[src/rtl/evt_gen.sv]
// evt_gen: burst pulse generator emitting num_evt pulses of a given width and period.
module evt_gen #(
  parameter int CNT_W = 8
) (
  input  logic             clk,
  input  logic             rst,
  input  logic             start,
  input  logic             abort,
  input  logic [CNT_W-1:0] num_evt,
  input  logic [CNT_W-1:0] width,
  input  logic [CNT_W-1:0] period,
  output logic             evt,
  output logic             busy,
  output logic             done,
  output logic [CNT_W-1:0] evt_cnt
);
  typedef enum logic [1:0] {IDLE, HIGH, LOW, FIN} state_t;
  state_t r_st, w_nxt;
  logic [CNT_W-1:0] r_num, r_weff, r_lowl, r_cnt, w_weff, w_lowl;
  logic [CNT_W:0] r_ph;
  logic w_end;
  // Low time is Peff-Weff, folded to at least one cycle when period <= Weff.
  always_comb begin
    w_weff = (width == '0) ? CNT_W'(1) : width;
    w_lowl = (period <= w_weff) ? CNT_W'(1) : period - w_weff;
    w_end  = (r_st == HIGH) ? (r_ph == {1'b0, r_weff}) : (r_ph == {1'b0, r_lowl});
  end
  always_comb begin
    w_nxt = r_st;
    case (r_st)
      IDLE: w_nxt = start ? ((num_evt == '0) ? FIN : HIGH) : IDLE;
      HIGH: w_nxt = abort ? IDLE : (w_end ? ((r_cnt < r_num) ? LOW : FIN) : HIGH);
      LOW:  w_nxt = abort ? IDLE : (w_end ? HIGH : LOW);
      FIN:  w_nxt = IDLE;
      default: w_nxt = IDLE;
    endcase
  end
  always_ff @(posedge clk) begin
    if (rst) begin
      r_st   <= IDLE;
      r_ph   <= '0;
      r_cnt  <= '0;
      r_num  <= '0;
      r_weff <= '0;
      r_lowl <= '0;
      evt    <= 1'b0;
      busy   <= 1'b0;
      done   <= 1'b0;
    end else begin
      r_st <= w_nxt;
      r_ph <= (w_nxt != r_st) ? {{CNT_W{1'b0}}, 1'b1} : r_ph + 1'b1;
      if (r_st == IDLE && start) begin
        r_num  <= num_evt;
        r_weff <= w_weff;
        r_lowl <= w_lowl;
        r_cnt  <= {{(CNT_W-1){1'b0}}, |num_evt};
      end else if (r_st == LOW && w_nxt == HIGH)
        r_cnt <= r_cnt + 1'b1;
      evt  <= (w_nxt == HIGH);
      busy <= (w_nxt == HIGH) || (w_nxt == LOW);
      done <= (w_nxt == FIN);
    end
  end
  assign evt_cnt = r_cnt;
endmodule

[config.mk]
export PLATFORM = sky130hd
export DESIGN_NAME = evt_gen
export DESIGN_NICKNAME = d
export VERILOG_FILES = /design/src/rtl/evt_gen.sv
export SDC_FILE = /design/constraint.sdc
export NUM_CORES = 1
export LEC_CHECK = 0
export BUFFER_PORTS_ARGS = -buffer_cell sky130_fd_sc_hd__buf_2
export CAP_MARGIN = 20
export CORE_MARGIN = 2
export CORE_UTILIZATION = 44
export DETAILED_ROUTE_END_ITERATION = 7
export HOLD_SLACK_MARGIN = 0.1
export PLACE_DENSITY = 0.74
export SLEW_MARGIN = 20
export SYNTH_ARGS = -nofsm -noshare
export SYNTH_HDL_FRONTEND = slang
export SYNTH_SLANG_ARGS = --single-unit
[constraint.sdc]
create_clock -name clk -period 3.5 [get_ports clk]
set_input_delay 1.05 -clock clk [delete_from_list [all_inputs] [get_ports clk]]
set_output_delay 1.05 -clock clk [all_outputs]
set_load 0.02 [all_outputs]
Word-level counts from Yosys, hierarchy flattened
Index checks and enable logic that the tools add are counted.

cells by class
  add/sub/neg operators = 3
  magnitude comparators = 2
  equal/unequal tests = 9
  mux-type cells = 14
  reduce and logical (&&, ||, !) cells = 10

operators with widths
  cell                   count
  $eq A9 B8 Y1           2
  $logic_not A8 Y1       2
  $mux W8                2
  $mux W2                6
  $add A9 B1 Y9 const B  1
  $add A8 B1 Y8 const B  1
  $eq A2 B2 Y1 const B   4
  $le A8 B8 Y1           1
  $lt A8 B8 Y1           1
  $pmux W2 S4            1
  $reduce_or A8 Y1       1
  $sub A8 B8 Y8          1
  $mux W1                5
  $eq A2 B1 Y1 const B   2
  $reduce_or A2 Y1       2
  $logic_and A1 B1 Y1    2
  $logic_not A2 Y1       1
  $ne A2 B2 Y1           1
  $reduce_bool A2 Y1     1
  $logic_or A1 B1 Y1     1

storage, ports and cells
  bits in registers = 46
  input bits = 28
  output and inout port bits = 11
  logic and storage cells = 49

Longest topological paths before layout
Gate-level depths: netlist of the first run.

  depth after elaboration = 9
  mapped depth = 15
  gate-level depth less buffers = 14

Least setup slack after synthesis of the first run
OpenSTA, ideal clock, no wires.

  path type = input to register
  start = input port width[4]
  end = register r_lowl[1]
  library setup time = 0.117 ns
  arrival = 3.134 ns
  data required time = 3.383 ns
  slack = 0.249 ns
  stages on the path = 11
  buffers on the path = 0
  cell sequence = nor4_1 > a41o_1 > ha_1 > inv_1 > fa_1 > a21o_1 > a21oi_1 > o21ai_0 > a31oi_1 > nor4_1 > a22o_1

on the way
  cells in the longest elaborated chain, start to end = 4
  elaborated cells on any way between the ends = 5
  those cells by class = add/sub (1); order compare (1); mux (2); reduce/logical (1)

RTL lines
  item                                           line  source
  start: declaration                             10    input logic [CNT_W-1:0] width,
  $logic_not A8 Y1 *                             24    w_weff = (width == '0) ? CNT_W'(1) : width;
  $mux W8 *                                      24
  net w_weff[0]                                  19    logic [CNT_W-1:0] r_num, r_weff, r_lowl, r_cnt, w_weff, w_lowl;
  $sub A8 B8 Y8 or $le A8 B8 Y1 (tied branches)  25    w_lowl = (period <= w_weff) ? CNT_W'(1) : period - w_weff;
  $mux W8 *                                      25
  end signal: assignment                         55    r_lowl <= w_lowl;
  end: declaration                               19

The timed path passes the listed nets; every way through them passes the cells marked *.
A chain may end at the register's enable or synchronous reset.

Worst setup path after layout of the first run
Ends and elaborated chain as after synthesis.

==> results of run 1 <==
==> layout by cell type (no fill, tap or decap), types with 2 or more instances in the layout <==
cell type / Yosys / routed
buf_4: 0 / 6
nor3_1: 4 / 4
and2_1: 3 / 3
o22ai_1: 2 / 2
inv_1: 22 / 22
nand2_1: 43 / 43
a21oi_1: 21 / 21
o21ai_0: 6 / 5
a211oi_1: 2 / 2
xnor2_1: 12 / 12
or4_1: 3 / 3
nand4_1: 8 / 8
nor2_1: 19 / 19
nand2b_1: 5 / 5
and3_1: 3 / 3
buf_2: 0 / 38
ha_1: 19 / 18
nor2b_1: 5 / 5
dfxtp_1: 46 / 45
clkbuf_8: 0 / 5
nand3_1: 9 / 9
a21o_1: 4 / 4
o221ai_1: 2 / 2
xor2_1: 14 / 14
a22o_1: 6 / 6
nor4_1: 11 / 11
==> metal layers <==
| layer | vias up | track usage (%) | routed length, um |
|---|---|---|---|
| li1 | 1156 | - | - |
| met1 | 1036 | 27.2 | 2810 |
| met2 | 57 | 31.3 | 2580 |
| met3 | 6 | 4.04 | 298 |
| met4 | 0 | 6.44 | 78 |
| met5 | - | 0 | 0 |
==> worst min-delay path: stages (launching register included) <==
cell and delay [ps]:
dfxtp_1 310, nand2_1 50, a21oi_1 50
==> final timing paths <==
path | from | end | slack, ps | cells after the start
worst max-delay path | width[4] | r_lowl[1] | 230 | 12
worst min-delay path | r_num[6] | r_num[6] | 460 | 2
worst min register to register | r_num[6] | r_num[6] | 460 | 2
worst max register to register | r_ph[4] | evt_cnt[7] | 250 | 12
==> area by class of cell <==
| cell class | instances | area (sq um) | share of cell area (%) |
|---|---|---|---|
| Clock buffer | 6 | 72.6 | 2.48 |
| Clock inverter | 1 | 7.51 | 0.257 |
| Inverter | 23 | 86.3 | 2.95 |
| Multi-Input combinational cell | 227 | 1510 | 51.7 |
| Sequential cell | 46 | 922 | 31.5 |
| Tap cell | 72 | 90.1 | 3.08 |
| Timing Repair Buffer | 44 | 235 | 8.04 |
==> sequential cells by signal, indices dropped and copies added (netlist names) <==
signal and cells:
busy 1, done 1, evt 1, evt_cnt 8, r_lowl 8, r_num 8
r_ph 9, r_st 2, r_weff 8
==> timing repair <==
item / CTS / global route
gates resized for setup: 0 / 3
setup endpoints to repair: 0 / 2
hold endpoints to repair: 0 / 0
==> cell families (layout without fill, tap and decap cells) <==
group                    Yosys count  after routing
AND/OR/NAND/NOR                  121            121
adder cells (fa/ha/maj)           20             20
multiplexers                       1              1
XOR/XNOR                          27             27
AO/OA/AOI/OAI                     58             58
buffers and inverters             32             74
flip-flops                        46             46
==> where the power goes <==
| group | switching, mW | internal [mW] |
|---|---|---|
| logic | 0.359 | 0.249 |
| registers | 0.0624 | 0.598 |
| clock network | 0.171 | 0.137 |
==> results.cfg, run 1 <==
[route]
drc = 0
vias = 2255
first_pass_iters = 4
drt_iter0_markers = 136
via_per_inst = 5.38
wl_per_cell_um = 13.8
antenna_left = 0
wl_um = 5770

[synth]
synthSimpleGateAreaFrac_pct = 23.8
netlist_area_sq_um = 2550
yosys.area.top_type = dfxtp_1
yosysMostFrequentCell = dfxtp_1
async_flop_share_pct = 0
synth-edff-count = 0
synth_fp_nets = 353
synthCells = 305
muxShareOfSynthArea_pct = 0.392
synth_top_area_share_pct = 36.1
synth-compound-area-share_pct = 15.4
ys_seq_elements = 46
seq_area_frac_synth_pct = 36.1
synth_fa_ha_area_share_pct = 10.1
synthXorXnorAreaFrac_pct = 9.56
synth_top_family_by_area = simple AND/OR/NAND/NOR gates
ys_top_cells_by_area = dfxtp_1, ha_1, nand2_1
yosysUniqueCellTypes = 51
synthTopCellsByCount = dfxtp_1, nand2_1, inv_1, a21oi_1
yosysWarnings = 0
synth_top_flop_cell = dfxtp_1
synth.avg_cell_area_sq_um = 8.36

[power_and_ir_drop]
ir_worst_vdd_v = 0.000230
pwr_density_cell_nw_per_um2 = 538
finalPower_mw = 1.57
cellLeakagePower_nw = 1.27

[sta]
clock.fmax_ghz = 0.306
finalCritPeriodShare_pct = 93.5
skew_ps = 4.90
hold_slack_ps = 459
hold_viol = 0
worstMarginPinSlew_ps = 932
setup_viol = 0
setup_slack_ps = 228
finalWorstPathRequiredPeriod_ps = 3270
slew_headroom_pct = 37.3
slew_violations = 0
tns_ps = 0
rsz0062_at_grt = false

[finish]
synthToLayoutAreaGrowth_pct = 14.7
n_antenna_cell = 0
postLayoutCoreUtil_pct = 52.8
instances_no_fill = 419
drive_above_1_share_pct = 16.7
nets = 395
fillers = 569
design_area_sq_um = 2930

[floorplan]
rows = 27
initial_utilization_pct = 46.0
die_h_um = 80.1
dieArea_sq_um = 6420
die_w_um = 80.1
core_sq_um = 5540
ioPinCount = 39

[critical_path]
crit_arrival_ps = 3470
start_kind = primary input
crit_buf_inv = 2
crit_top_cell = nor4_1
critPathTopFamily = compound AO/OA/AOI/OAI gates
cp_cell_sequence = buf_2, nor4_1, a41o_1, ha_1, inv_1, fa_1, a21o_1, a21oi_1, o21ai_0, a31oi_1, nor4_1, a22o_1
critical_path_required_ps = 3700
path_max_fanout = 7
crit_type = primary input to flop
slowest_stage = fa_1
end_kind = flop
cp_slowest_stage_delay_ps = 390

[placement]
gp_congestion = 0.851
port_buffers = 38
placed_cells = 412
place_area_sq_um = 2840
hpwl_um = 4510
preCtsSetupSlack_ps = -99.4

[global_routing]
grt_use_total_pct = 19.9
grt_overflow_total = 0
grt_pass1_vias = 2186
grt_max_degree = 27
antenna_found_initial = 0
grt_pass1_wl_um = 10000

[min_path]
hp-class = flop to flop

[clock_network]
cts_setup_buffers = 0
htreeDepth = 2
clock_latency_ps = 300
numClockSinks = 46
tritoncts = done
numCtsBuffers = 5
clock_path_buffers = 2
ctsHoldBuffers = 0
root_buffer = clkbuf_8
cts.clk_slew.worst_paths_ps = 80

[job]
max_cap_viol_count = 0

[status]
status = completed
No activity file was read; power rests on OpenSTA's default activity.
==> inputs of run 2 (changes only) <==
--- a/config.mk
+++ b/config.mk
@@ -12,6 +12,7 @@
 export DETAILED_ROUTE_END_ITERATION = 7
 export HOLD_SLACK_MARGIN = 0.1
 export PLACE_DENSITY = 0.74
+export RECOVER_POWER = 100
 export SLEW_MARGIN = 20
 export SYNTH_ARGS = -nofsm -noshare
 export SYNTH_HDL_FRONTEND = slang
==> results.cfg, run 2 (same netlist as run 1, synthesis figures left out) <==
[critical_path]
regToRegSetupSlack_ps = 280
r2r_end = evt_cnt[4]
r2r-start = r_st[1]
crit_type = primary input to flop
critical_path_required_ps = 3700
start_kind = primary input
reg2reg_depth = 12
path_max_fanout = 7
worstSetupStartpoint = width[4]
crit_arrival_ps = 3510
end_kind = flop
crit_end = r_lowl[1]

[clock_network]
clock_path_buffers = 2
htreeDepth = 2
numClockSinks = 46
clock_latency_ps = 300
cts.clk_slew.worst_paths_ps = 80
cts_setup_buffers = 0
numCtsBuffers = 5
root_buffer = clkbuf_8
ctsHoldBuffers = 0
ctsResizeCount = 0
tritoncts = done

[finish]
nets = 395
layout_commonest_cell = dfxtp_1
largest_reg_flops = 9
synthToLayoutAreaGrowth_pct = 13.4
n_antenna_cell = 0
top_register = r_ph
fillers = 571
design_area_sq_um = 2890
drive_above_1_share_pct = 11.8
postLayoutCoreUtil_pct = 52.2
layout_common_cells = dfxtp_1, nand2_1, buf_2, inv_1, a21oi_1

[power_and_ir_drop]
comb_power_share_pct = 37.4
intPower_mw = 0.961
cellLeakagePower_nw = 1.22
switching_power_mw = 0.584
pwr_density_cell_nw_per_um2 = 534
p_sw_share_pct = 37.8
ir_worst_vdd_v = 0.000231
seqPwrFrac_pct = 42.8
pwr-share-clk_pct = 19.8

[min_path]
holdPathStages = 2
hp-class = flop to flop

[global_routing]
grt_max_degree = 27
grt_pass1_wl_um = 10000
antenna_found_initial = 0
grt_pass1_vias = 2186
grt_use_total_pct = 19.9
grt_overflow_total = 0

[status]
status = completed

[route]
wl_um = 5790
drt_iter0_markers = 141
antenna_left = 0
first_pass_iters = 4
vias = 2270
wl_per_cell_um = 13.8
via_per_inst = 5.42
drc = 0

[job]
max_cap_viol_count = 0

[sta]
slew_headroom_pct = 32.8
clock.fmax_ghz = 0.302
slew_violations = 0
setup_viol = 0
finalWorstPathRequiredPeriod_ps = 3310
rsz0062_at_grt = false
finalCritPeriodShare_pct = 94.5
hold_viol = 0
worstMarginPinSlew_ps = 1010
skew_ps = 4.22

[floorplan]
initial_utilization_pct = 46.0
die_w_um = 80.1
rows = 27
die_h_um = 80.1
core_sq_um = 5540
ioPinCount = 39
dieArea_sq_um = 6420

[placement]
gp_congestion = 0.851
place_area_sq_um = 2840
port_buffers = 38
hpwl_um = 4510
[run 2: worst min-delay path by stage]
stage | startpoint | to
CTS | r_num[7] | r_num[7]
global route | r_num[7] | r_num[7]
global placement | r_num[1] | r_num[1]
finish | r_num[7] | r_num[7]
detailed placement | r_num[7] | r_num[7]
floorplan | r_num[1] | r_num[1]
[run 2: metrics by stage]
stage	TNS, ps	setup WS (ps)	power (mW)	instances	hold WS [ps]
finish	0	192	1.55	419	459
floorplan	0	249	1.10	305	436
global route	0	13.4	1.66	419	481
detailed placement	-530	-99.4	1.27	412	448
CTS	0	212	1.58	419	460
global placement	0	47.7	1.25	412	444
[run 2: cell type report]
class	instances	area (sq um)	area share, %
Multi-Input combinational cell	227	1500	51.9
Sequential cell	46	922	31.9
Timing Repair Buffer	44	213	7.35
Clock buffer	6	72.6	2.51
Inverter	23	86.3	2.98
Clock inverter	1	7.51	0.260
Tap cell	72	90.1	3.11
[run 2: per-layer routing]
layer / part of all wire [%] / track usage, % / wire [um]
met4: 1.3 / 6.44 / 78
met2: 45 / 31.3 / 2580
met5: 0 / 0 / 0
met1: 49 / 27.2 / 2840
met3: 5.0 / 4.04 / 291
[run 2: critical path, stage by stage]
cell	delay (ps)
buf_2	110
nor4_1	350
a41o_1	270
ha_1	170
inv_1	50
fa_1	390
a21o_1	170
a21oi_1	170
o21ai_0	90
a31oi_1	220
nor4_1	150
a22o_1	300
[run 2: power by group through the flow]
stage	registers, mW	logic [mW]	clock network, mW
floorplan	0.676	0.426	0
global placement	0.670	0.585	0
detailed placement	0.670	0.603	0
CTS	0.659	0.604	0.313
global route	0.671	0.656	0.333
finish	0.661	0.578	0.306
